[src/rtl/fifo_stream_reader.sv]
`timescale 1ns/1ps
// Purpose : read-side controller for the 8-bit FIFO. It pops words and presents them as an ordered valid/ready stream.
// Latency : fifo_read in cycle t gives out_valid in cycle t+2. A consumer that is always ready gets one word per cycle.
// Backpress: a 2-entry skid buffer absorbs the 1-cycle FIFO read latency. Reads stop while buffered plus in-flight words would exceed 2.
//
// Ports:
//   clk        system clock; all state changes on its rising edge
//   reset      asynchronous, active-low; 0 clears all state immediately
//   fifo_empty FIFO empty flag
//   fifo_data  FIFO output bus; valid the cycle after a fifo_read pulse
//   fifo_read  FIFO read strobe (combinational); one word popped per high cycle
//   out_data   head word of the stream (oldest buffered word)
//   out_valid  out_data holds a valid word
//   out_ready  consumer accepts out_data this cycle
//   occupancy  skid-buffer occupancy, 0..2
//   words_out  wrapping count of delivered words (valid & ready)
module fifo_stream_reader #(
    parameter int DATA_WIDTH = 8,
    parameter int CNT_WIDTH  = 16
) (
    input  logic                  clk,
    input  logic                  reset,
    input  logic                  fifo_empty,
    input  logic [DATA_WIDTH-1:0] fifo_data,
    output logic                  fifo_read,
    output logic [DATA_WIDTH-1:0] out_data,
    output logic                  out_valid,
    input  logic                  out_ready,
    output logic [1:0]            occupancy,
    output logic [CNT_WIDTH-1:0]  words_out
);

    // Buffer occupancy states
    localparam logic [1:0] OCC_EMPTY = 2'd0;
    localparam logic [1:0] OCC_ONE   = 2'd1;
    localparam logic [1:0] OCC_TWO   = 2'd2;

    logic [1:0]            occ_q,      occ_d;
    logic [DATA_WIDTH-1:0] ent0_q,     ent0_d;    // head of stream
    logic [DATA_WIDTH-1:0] ent1_q,     ent1_d;    // second-oldest word
    logic                  valid_q,    valid_d;
    logic                  inflight_q, inflight_d;
    logic [CNT_WIDTH-1:0]  cnt_q,      cnt_d;

    logic                  pop;
    logic                  capture;
    logic [2:0]            credit_use;

    assign pop     = valid_q & out_ready;
    // A word read last cycle arrives on fifo_data this cycle.
    assign capture = inflight_q;

    // Count words already owned after this cycle's pop: buffered plus the one in flight.
    // Pop implies occ_q >= 1, so the subtraction cannot underflow.
    assign credit_use = {1'b0, occ_q} + {2'b00, inflight_q} - {2'b00, pop};

    // The reset term holds the strobe low during reset.
    // The request only depends on registered state plus fifo_empty/out_ready.
    assign fifo_read = reset & ~fifo_empty & (credit_use < 3'd2);

    always_comb begin
        occ_d      = occ_q;
        ent0_d     = ent0_q;
        ent1_d     = ent1_q;
        inflight_d = fifo_read;
        cnt_d      = cnt_q + CNT_WIDTH'(pop);

        case ({capture, pop})
            2'b10: begin
                case (occ_q)
                    OCC_EMPTY: begin
                        ent0_d = fifo_data;
                        occ_d  = OCC_ONE;
                    end
                    OCC_ONE: begin
                        ent1_d = fifo_data;
                        occ_d  = OCC_TWO;
                    end
                    // Capture into a full buffer cannot occur under the credit rule.
                    // If it does, the word is dropped and the assertion below fires.
                    default: ;
                endcase
            end
            2'b01: begin
                // Strict order: entry 1 shifts into the head slot.
                ent0_d = ent1_q;
                case (occ_q)
                    OCC_ONE: occ_d = OCC_EMPTY;
                    OCC_TWO: occ_d = OCC_ONE;
                    default: ;
                endcase
            end
            2'b11: begin
                case (occ_q)
                    // Head leaves and the arriving word takes its place directly.
                    OCC_ONE: ent0_d = fifo_data;
                    OCC_TWO: begin
                        ent0_d = ent1_q;
                        ent1_d = fifo_data;
                    end
                    default: ;
                endcase
            end
            default: ;
        endcase

        valid_d = (occ_d != OCC_EMPTY);
    end

    always_ff @(posedge clk or negedge reset) begin
        if (!reset) begin
            occ_q      <= OCC_EMPTY;
            ent0_q     <= '0;
            ent1_q     <= '0;
            valid_q    <= 1'b0;
            inflight_q <= 1'b0;
            cnt_q      <= '0;
        end else begin
            occ_q      <= occ_d;
            ent0_q     <= ent0_d;
            ent1_q     <= ent1_d;
            valid_q    <= valid_d;
            inflight_q <= inflight_d;
            cnt_q      <= cnt_d;
        end
    end

    assign out_data  = ent0_q;
    assign out_valid = valid_q;
    assign occupancy = occ_q;
    assign words_out = cnt_q;

    // A word must never arrive while both entries are occupied.
    a_no_capture_in_two: assert property (
        @(posedge clk) disable iff (!reset) !(inflight_q && (occ_q == OCC_TWO)));

    // A stalled head word must stay put until accepted.
    a_hold_when_stalled: assert property (
        @(posedge clk) disable iff (!reset)
        (valid_q && !out_ready) |=> (valid_q && $stable(ent0_q)));

endmodule

[config.mk]
export PLATFORM = sky130hd
export DESIGN_NAME = fifo_stream_reader
export DESIGN_NICKNAME = d
export VERILOG_FILES = /design/src/rtl/fifo_stream_reader.sv
export SDC_FILE = /design/constraint.sdc
export NUM_CORES = 1
export LEC_CHECK = 0
export CAP_MARGIN = 0
export CORE_ASPECT_RATIO = 0.5
export CORE_MARGIN = 2
export CORE_UTILIZATION = 53
export CTS_CLUSTER_DIAMETER = 100
export DETAILED_ROUTE_END_ITERATION = 8
export PLACE_DENSITY = 0.91
export REMOVE_ABC_BUFFERS = 1
export SLEW_MARGIN = 20
export SYNTH_ARGS = -nofsm -noshare
export SYNTH_HDL_FRONTEND = slang
export SYNTH_SLANG_ARGS = --single-unit
[constraint.sdc]
create_clock -name clk -period 9.26 [get_ports clk]
set_clock_uncertainty 0.1 [all_clocks]
set_input_delay 2.778 -clock clk [delete_from_list [all_inputs] [get_ports clk]]
set_output_delay 2.778 -clock clk [all_outputs]
set_load 0.03 [all_outputs]
# After elaboration in Yosys (flattened, before gate mapping)
# Index checks and enable logic that the tools add are counted.
# op_classes
addsub,3
order_cmp,1
n_eq_ne,9
n_mux,9
bitwise_logic,4
n_reduce_logical,6
# ops
op,n
$pmux W8 S2,2
$mux W8,3
$pmux W8 S3,1
$add A16 B1 Y16,1
$pmux W2 S2,3
$eq A2 B2 Y1 const B,3
$reduce_and A3 Y1,2
$eq A2 B1 Y1 const B,2
$ne A2 B2 Y1 const B,2
$reduce_bool A2 Y1,2
$add A2 B1 Y3,1
$and A1 B1 Y1,3
$lt A3 B2 Y1 const B,1
$ne A3 B2 Y1 const B,1
$reduce_bool A3 Y1,1
$sub A3 B1 Y3,1
$logic_not A2 Y1,1
$ne A2 B1 Y1 const B,1
$not A1 Y1,1
# word_totals
register_bits,36
input_bits,12
out_inout_bits,28

# Longest topological paths before layout
# Gate-level depths: netlist of the first run.
# depth
word_depth,4
depth_mapped,8
depth_no_buf,8

# Least setup slack after synthesis of the first run
# OpenSTA, ideal clock, no wires.
# synth_timing
kind,input port to output port
from,in out_ready
to,out fifo_read
t_arrival_ns,4.638
slack_ns,1.744
path_stages,6
path_buffers,0
path_cell_list,nand2_1 ha_1 nand2_1 fa_1 xor2_1 nor3_1
# synth_between
elab_chain_cells,4
# synth_lines
item,line_no,source
start: declaration,28,"input logic out_ready,"
$and A1 B1 Y1,49,assign pop = valid_q & out_ready;
$sub A3 B1 Y3,55,"assign credit_use = {1'b0, occ_q} + {2'b00, inflight_q} - {2'b00, pop};"
$lt A3 B2 Y1,59,assign fifo_read = reset & ~fifo_empty & (credit_use < 3'd2);
$and A1 B1 Y1,59,
end: declaration,25,"output logic fifo_read,"
# Every way passes these cells.

# Worst setup path after layout of the first run
# Ends and elaborated chain as after synthesis.

==> results.yml, run 1 <==
clock_network:
  root_buffer: "clkbuf_8"
  clock_pin_transition_on_the_worst_setup_and_hold_timing_paths_ns: 0.07
  clock_path_buffers: 2
  cts_max_level: 2
  clock_sinks: 36
  cts_inserted_buffers: 5
  cts-resized-gates: 0
  clock_insertion_delay_worst_skew_ns: 0.29
  cts_setup_buffers: 0
  cts_tree: "yes"
  post_cts_hold_buffer_count: 0
detailed_routing:
  firstDrtPassIters: 4
  vias_per_cell: 5.34
  vias: 1276
  detail_route.iter0.violations: 72
  wl_per_cell_um: 14.6
  routed_wl_um: 3490
  route.antenna.remaining_nets: 0
  detail_route.drc_violations: 0
floorplan:
  std_cell_rows: 14
  design.die.area_um2: 3770
  initial_core_utilization_pct: 56.5
  fp.dieW_um: 84.8
  chipHeight_um: 44.4
  core_area_um2: 3070
  io-pin-count: 40
logic_synthesis:
  synth_top_cells_by_count: "dfrtp_1, nand2_1, o21ai_0, xor2_1"
  yosys-top-cells-area: "dfrtp_1, ha_1, xor2_1, mux2_2, mux2i_1"
  avgSynthCellArea_um2: 11.3
  synth_top_cell_by_area: "dfrtp_1"
  sequential_share_of_the_synthesized_area_pct: 52.0
  synthFlopType: "dfrtp_1"
  fraction_of_post_synthesis_cell_area_in_the_top_cell_type_by_area_pct: 52.0
  synth.cell_area_um2: 1730
  post_synth_num_cell_types: 30
  yosys_register_bits: 36
  synth_enable_flop_cells: 0
  yosysWarningCount: 0
  postSynth.asyncResetShare_pct: 100
  postSynthCellCount: 153
  post-synth-top-count-cell: "dfrtp_1"
final_layout:
  fillers: 195
  flow.area_growth_from_synthesis_pct: 30.9
  n_antenna_cell: 0
  postLayoutCellArea_um2: 2270
  final_layout_size_suffix_gt1_share_pct: 10.1
  num-nets-final: 219
power:
  p_leak_uw: 0.00104
  ir_worst_vdd_mv: 0.162
  power-per-cell-area_nw_per_um2: 297
job:
  maxCapViolations: 0
worst_setup_path:
  worst-path-max-fanout: 8
  worst-endpoint-arrival_ns: 5.48
  critPathLaunchType: "primary input"
  critPathKind: "primary input to output port"
  crit_end_category: "output port"
  worstPathRequired_ns: 6.38
global_route:
  grt_pass1_wl_um: 5580
  globalRoute.totalOverflow: 0
  groute.usage.overall_pct: 20.0
  first_global_vias: 1233
  grt_antenna_before_repair: 0
  grt_max_degree: 38
place:
  routabilityCongestion: 0.745
  post_dp_cell_area_um2: 2170
  io_buffers: 39
  final_hpwl_dp_um: 2560
sta:
  finalHoldViolations: 0
  final-max-slew-violation-count: 0
  rsz0062_at_grt: "false"
  worst_slew_margin_rel_pct: 57.8
  tightest_slew_ns: 0.633
  final_period_demand_of_the_worst_path_ns: 8.36
  post-route-period-util_pct: 90.3
  maxClockFrequency_mhz: 120
  final-setup-viol-count: 0
  timing.setup.tns_ns: 0
run_status:
  outcome: "finished clean"
worst_hold_path:
  holdCritPathClass: "register to register"
## path summary, 6_finish.rpt
path	start	endpoint	slack [ns]	cells after the start
worst max register to register	out_valid	capture	7.19	6
worst min-delay path	words_out[15]	words_out[15]	0.37	1
worst min register to register	words_out[15]	words_out[15]	0.37	1
min in group asynchronous	reset	words_out[0]	2.81	2
worst max-delay path	out_ready	fifo_read	0.90	8
max in group asynchronous	reset	ent1_q[7]	5.92	2
## state kept, by name, indices dropped and copies added, names as in the netlist
register	cells
out_valid	1
capture	1
out_data	8
occupancy	2
ent1_q	8
words_out	16
## kinds of logic (layout without fill, tap and decap cells)
group | count (synthesis) | in the layout | synth area share (%)
fa+ha+maj | 9 | 9 | 6.94
flops | 36 | 36 | 52.0
mux | 16 | 16 | 9.83
buf+inv | 10 | 56 | 2.31
xor+xnor | 15 | 15 | 7.59
simple gates | 46 | 46 | 13.8
compound gates | 21 | 21 | 7.51
## where the power goes
| part | switching, µW | leakage, µW | internal (µW) |
|---|---|---|---|
| Clock | 53.8 | 0.0000455 | 60.6 |
| Sequential | 45.4 | 0.000461 | 211 |
| Combinational | 170 | 0.000530 | 133 |
## per-layer routing
metal | GRT usage [%] | part of all wire [%] | up-vias | wire (µm)
met4 | 10.5 | 1.6 | 0 | 56
li1 | - | - | 619 | -
met1 | 23.4 | 44 | 620 | 1530
met3 | 5.04 | 3.6 | 7 | 125
met2 | 35.4 | 51 | 30 | 1770
met5 | 0 | 0 | - | 0
## worst max-delay path, cell delays in order
cell	delay, ns
clkdlybuf4s50_1	0.50
nand2_1	0.15
ha_1	0.45
nand2_1	0.12
fa_1	0.39
xor2_1	0.15
nor3_1	0.23
clkdlybuf4s50_1	0.71
## final cells by class
cell class	instances	area (µm²)	share of cell area [%]
Sequential cell	36	901	39.8
Inverter	8	30.0	1.33
Multi-Input combinational cell	107	797	35.2
Timing Repair Buffer	40	398	17.6
Clock buffer	8	90.1	3.98
Tap cell	40	50.0	2.21
## stage by stage
| step | std cells | worst slack, ns | util [%] | power (µW) | hold WS [ns] |
|---|---|---|---|---|---|
| 3_3_place_gp | 231 | 1.04 | 70.8 | 546 | 0.356 |
| 6_report | 239 | 0.902 | 73.9 | 674 | 0.372 |
| 2_1_floorplan | 151 | 1.74 | - | 445 | 0.380 |
| 3_5_place_dp | 231 | 0.945 | 70.8 | 561 | 0.362 |
| 4_1_cts | 239 | 0.910 | 73.7 | 676 | 0.371 |
| 5_1_grt | 239 | 0.781 | 73.9 | 712 | 0.413 |
## layout by cell type (no fill, tap or decap), types with 2 or more instances in the layout
| master | synthesis | routed |
|---|---|---|
| clkdlybuf4s50_1 | 0 | 39 |
| dfrtp_1 | 36 | 36 |
| nand2_1 | 19 | 19 |
| xor2_1 | 11 | 11 |
| o21ai_0 | 11 | 11 |
| inv_1 | 8 | 8 |
| nand3_1 | 8 | 8 |
| mux2_2 | 8 | 8 |
| mux2i_1 | 8 | 8 |
| ha_1 | 8 | 8 |
| nor2_1 | 6 | 6 |
| clkbuf_8 | 0 | 6 |
| nor3_1 | 4 | 4 |
| xnor2_1 | 4 | 4 |
| nand4_1 | 2 | 2 |
| a21oi_1 | 2 | 2 |
| o22ai_1 | 2 | 2 |
| clkbuf_1 | 0 | 2 |
Power figures use the tool's default switching activity.
==> inputs of run 2 (changes only) <==
CORE_MARGIN = unset   (was 2)
==> run 2 against run 1 <==
Net effect: final cell count unchanged; sequential share of layout area unchanged; highest routed layer unchanged; cell area unchanged; first-iteration DRC count down 40%; via count up 2.6%; wire length up 0.26%; non-clock buffer count unchanged; largest cell class unchanged.
==> results.yml, run 2 (synthesized netlist as in run 1, its figures left out) <==
power:
  p_leak_uw: 0.00104
  ir_worst_vdd_mv: 0.213
  power-per-cell-area_nw_per_um2: 300
clock_network:
  cts_tree: "yes"
  clock_pin_transition_on_the_worst_setup_and_hold_timing_paths_ns: 0.07
  cts_inserted_buffers: 5
  post_cts_hold_buffer_count: 0
  clock_sinks: 36
  clock_insertion_delay_worst_skew_ns: 0.29
  root_buffer: "clkbuf_8"
  cts_setup_buffers: 0
  cts_max_level: 2
  cts-resized-gates: 0
  clock_path_buffers: 2
worst_setup_path:
  critPathLaunchType: "primary input"
  worst-endpoint-arrival_ns: 5.60
  crit_end_category: "output port"
  rrSetupSlack_ns: 7.07
  critPathKind: "primary input to output port"
  worstPathRequired_ns: 6.38
  worst-path-max-fanout: 8
final_layout:
  final_layout_size_suffix_gt1_share_pct: 10.1
  flow.area_growth_from_synthesis_pct: 30.9
  num-nets-final: 219
  layout_commonest_cell: "clkdlybuf4s50_1"
  number_of_flip_flops_under_the_largest_register_name: 16
  postLayoutCellArea_um2: 2270
  fillers: 210
  n_antenna_cell: 0
  layout.cells.most_common_list: "clkdlybuf4s50_1, dfrtp_1, nand2_1, xor2_1, o21ai_0"
detailed_routing:
  met1_length_um: 1560
  vias: 1309
  met3_length_um: 135
  detail_route.iter0.violations: 43
  firstDrtPassIters: 4
  detail_route.drc_violations: 0
  wl_per_cell_um: 14.6
  route.met2.wl_um: 1750
  routed_wl_um: 3500
  vias_per_cell: 5.48
  maxUsedRoutingLayer: "met4"
  route.antenna.remaining_nets: 0
floorplan:
  io-pin-count: 40
  design.die.area_um2: 3510
  core_area_um2: 3050
  std_cell_rows: 14
  initial_core_utilization_pct: 56.8
  chipHeight_um: 42.4
  fp.dieW_um: 82.8
sta:
  finalHoldViolations: 0
  final_period_demand_of_the_worst_path_ns: 8.48
  worst_slew_margin_rel_pct: 56.2
  timing.setup.tns_ns: 0
  final-setup-viol-count: 0
  tightest_slew_ns: 0.656
  final-max-slew-violation-count: 0
  maxClockFrequency_mhz: 118
  post-route-period-util_pct: 91.6
  rsz0062_at_grt: "false"
worst_hold_path:
  holdCritPathClass: "register to register"
global_route:
  grt_max_degree: 38
  groute.usage.overall_pct: 22.7
  grt_pass1_wl_um: 5980
  globalRoute.totalOverflow: 0
  first_global_vias: 1270
  grt_antenna_before_repair: 0
place:
  post_dp_cell_area_um2: 2170
  io_buffers: 39
  routabilityCongestion: 0.839
  final_hpwl_dp_um: 2520
run_status:
  outcome: "finished clean"
job:
  maxCapViolations: 0
## run 2: layout make-up
type | count | area, µm² | share of cell area, %
Tap cell | 40 | 50.0 | 2.21
Clock buffer | 8 | 90.1 | 3.98
Sequential cell | 36 | 901 | 39.8
Inverter | 8 | 30.0 | 1.33
Timing Repair Buffer | 40 | 398 | 17.6
Multi-Input combinational cell | 107 | 797 | 35.2
## run 2: worst paths after layout
check                                   start       endpoint  cells past startpoint
worst max-delay path                out_ready      fifo_read                      8
worst min register to register  words_out[15]  words_out[15]                      1
max in group asynchronous               reset   words_out[8]                      2
min in group asynchronous               reset        capture                      2
worst max register to register      out_valid        capture                      6
worst min-delay path            words_out[15]  words_out[15]                      1
## run 2: per-layer routing
metal / vias to the layer above / track usage, %
li1: 619 / -
met2: 27 / 37.4
met4: 0 / 11.4
met3: 7 / 6.30
met5: - / 0
met1: 656 / 28.1
## run 2: power breakdown
part | switching (µW) | internal, µW
Clock | 54.6 | 60.7
Sequential | 46.1 | 211
Combinational | 173 | 133
## run 2: per-stage QoR
stage / hold WS (ns) / util, % / instances / total power (µW) / setup slack [ns]
3_3_place_gp: 0.355 / 71.2 / 231 / 545 / 1.04
3_5_place_dp: 0.357 / 71.2 / 231 / 562 / 0.865
6_report: 0.366 / 74.3 / 239 / 679 / 0.778
2_1_floorplan: 0.380 / - / 151 / 445 / 1.74
4_1_cts: 0.371 / 74.1 / 239 / 679 / 0.842
5_1_grt: 0.391 / 74.3 / 239 / 721 / 0.629
## run 2: worst max-delay path, cell delays in order
cell and delay [ns]:
clkdlybuf4s50_1 0.50, nand2_1 0.14, ha_1 0.43, nand2_1 0.10, fa_1 0.38, xor2_1 0.16
nor3_1 0.34, clkdlybuf4s50_1 0.77
==> inputs of run 3 (changes only) <==
SKIP_CTS_REPAIR_TIMING = 1   (was unset)
clock period = 10.05 ns   (was 9.26 ns; I/O delays follow)
==> run 3 against run 2 <==
Net effect: cell area up 0.28%; combinational power down 7.5%; setup slack better by 0.39 ns; sequential share of layout area down 0.11 points; wire length up 1.3%; clock power down 3%; total power down 6.7%; hold slack worse by 0.0042 ns; die area unchanged; via count up 0.92%; non-clock buffer count unchanged; utilization up 0.21 points; largest power group unchanged.
==> results.yml, run 3 (synthesized netlist as in run 1, its figures left out) <==
run_status:
  outcome: "finished clean"
detailed_routing:
  routed_wl_um: 3540
  detail_route.iter0.violations: 53
  detail_route.drc_violations: 0
  vias: 1321
  wl_per_cell_um: 14.9
  firstDrtPassIters: 4
  route.antenna.remaining_nets: 0
  vias_per_cell: 5.55
worst_hold_path:
  whs_endpoint: "words_out[15]"
  min_delay_path_depth: 1
  hold_path.startpoint: "words_out[15]"
  holdCritPathClass: "register to register"
sta:
  finalHoldViolations: 0
  final-max-slew-violation-count: 0
  timing.setup.tns_ns: 0
  post-route-period-util_pct: 88.4
  final_period_demand_of_the_worst_path_ns: 8.89
  worst_slew_margin_rel_pct: 56.0
  tightest_slew_ns: 0.660
  rsz0062_at_grt: "false"
  maxClockFrequency_mhz: 113
  final-setup-viol-count: 0
global_route:
  grt_max_degree: 38
  grt_pass1_wl_um: 5880
  grt_antenna_before_repair: 0
  first_global_vias: 1297
  busiest_layer: "met2"
  globalRoute.totalOverflow: 0
  grtUsageMet1_pct: 27.4
  groute.usage.overall_pct: 22.1
  use_met2_pct: 36.1
  grt.met3_usage_pct: 5.91
floorplan:
  io-pin-count: 40
  std_cell_rows: 14
  fp.dieW_um: 82.8
  chipHeight_um: 42.4
  core_area_um2: 3050
  design.die.area_um2: 3510
  initial_core_utilization_pct: 56.8
clock_network:
  clock_path_buffers: 2
  clock_pin_transition_on_the_worst_setup_and_hold_timing_paths_ns: 0.07
  cts_max_level: 2
  clock_sinks: 36
  cts_inserted_buffers: 5
  clock_insertion_delay_worst_skew_ns: 0.29
  cts_tree: "yes"
  root_buffer: "clkbuf_8"
final_layout:
  layout_commonest_cell: "clkdlybuf4s50_1"
  layout.cells.most_common_list: "clkdlybuf4s50_1, dfrtp_1, nand2_1, xor2_1, o21ai_0"
  n_antenna_cell: 0
  number_of_flip_flops_under_the_largest_register_name: 16
  fillers: 201
  flow.area_growth_from_synthesis_pct: 31.2
  num-nets-final: 219
  postLayoutCoreUtil_pct: 74.5
  final_layout_size_suffix_gt1_share_pct: 10.6
worst_setup_path:
  worst-endpoint-arrival_ns: 5.77
  worstReg2RegStart: "out_valid"
  crit_path_buf_inv_count: 2
  worst-r2r-cell-count: 6
  cell_with_the_largest_stage_delay_on_the_worst_path: "clkdlybuf4s50_1"
  worst-path-max-fanout: 8
  worstPathRequired_ns: 6.94
  crit-reg2reg-capture: "capture"
  critPathKind: "primary input to output port"
  rrSetupSlack_ns: 7.92
  crit_chain: "clkdlybuf4s50_1 > nand2_1 > ha_1 > nand2_1 > fa_1 > xor2_1 > nor3_1 > clkdlybuf4s50_1"
  crit_end_category: "output port"
  critPathLaunchType: "primary input"
  crit_path_max_incr_delay_ns: 0.73
  critical_path.top_delay_family: "buffers and inverters"
power:
  power-per-cell-area_nw_per_um2: 279
  ir_worst_vdd_mv: 0.210
  p_leak_uw: 0.00104
  design_power_total_uw: 633
job:
  maxCapViolations: 0
place:
  routabilityCongestion: 0.833
  io_buffers: 39
  final_hpwl_dp_um: 2450
[run 3: changes by cell type in the layout (fill, tap and decap cells not counted), sizes merged]
| cell | change |
|---|---|
| clkbuf | -1 |
[run 3: per-stage QoR]
stage / cell area (µm²) / instances / worst slack [ns] / hold slack, ns
after floorplan: 1720 / 151 / 2.06 / 0.380
after CTS: 2270 / 238 / 1.19 / 0.371
after global routing: 2270 / 238 / 1.01 / 0.389
after global placement: 2170 / 231 / 1.36 / 0.355
final: 2270 / 238 / 1.16 / 0.362
after detailed placement: 2170 / 231 / 1.21 / 0.362
[run 3: worst register-to-register path, cell delays in order, from the launching register on]
cell and delay [ns]:
dfrtp_1 0.41, nand2_1 0.17, ha_1 0.46, nand2_1 0.10, fa_1 0.38, xor2_1 0.15, nor3_1 0.26
[run 3: worst max-delay path by stage]
stage,from,to,slack [ns],cells past startpoint
after floorplan,out_ready,fifo_read,2.06,6
after global placement,out_ready,fifo_read,1.36,8
after detailed placement,out_ready,fifo_read,1.21,8
after CTS,out_ready,fifo_read,1.19,8
after global routing,out_ready,fifo_read,1.01,8
final,out_ready,fifo_read,1.16,8
[run 3: layer usage]
metal  part of all wire, %  wire length [µm]  vias to the layer above
li1                      -                 -                      618
met1                    43              1520                      642
met2                    49              1740                       47
met3                   5.0               176                       14
met4                   2.9               101                        0
met5                     0                 0                        -
[run 3: area by class of cell]
class / instances / area, µm² / area share [%]
clock buffers: 7 / 96.3 / 4.24
inverters: 8 / 30.0 / 1.32
multi-input cells: 107 / 797 / 35.1
flip-flops and latches: 36 / 901 / 39.6
well taps: 40 / 50.0 / 2.20
repair buffers: 40 / 398 / 17.5
[run 3: power breakdown]
| part | leakage (µW) | switching [µW] | internal [µW] |
|---|---|---|---|
| combinational | 0.000530 | 161 | 123 |
| sequential | 0.000461 | 44.1 | 194 |
| clock | 0.0000503 | 50.0 | 61.0 |
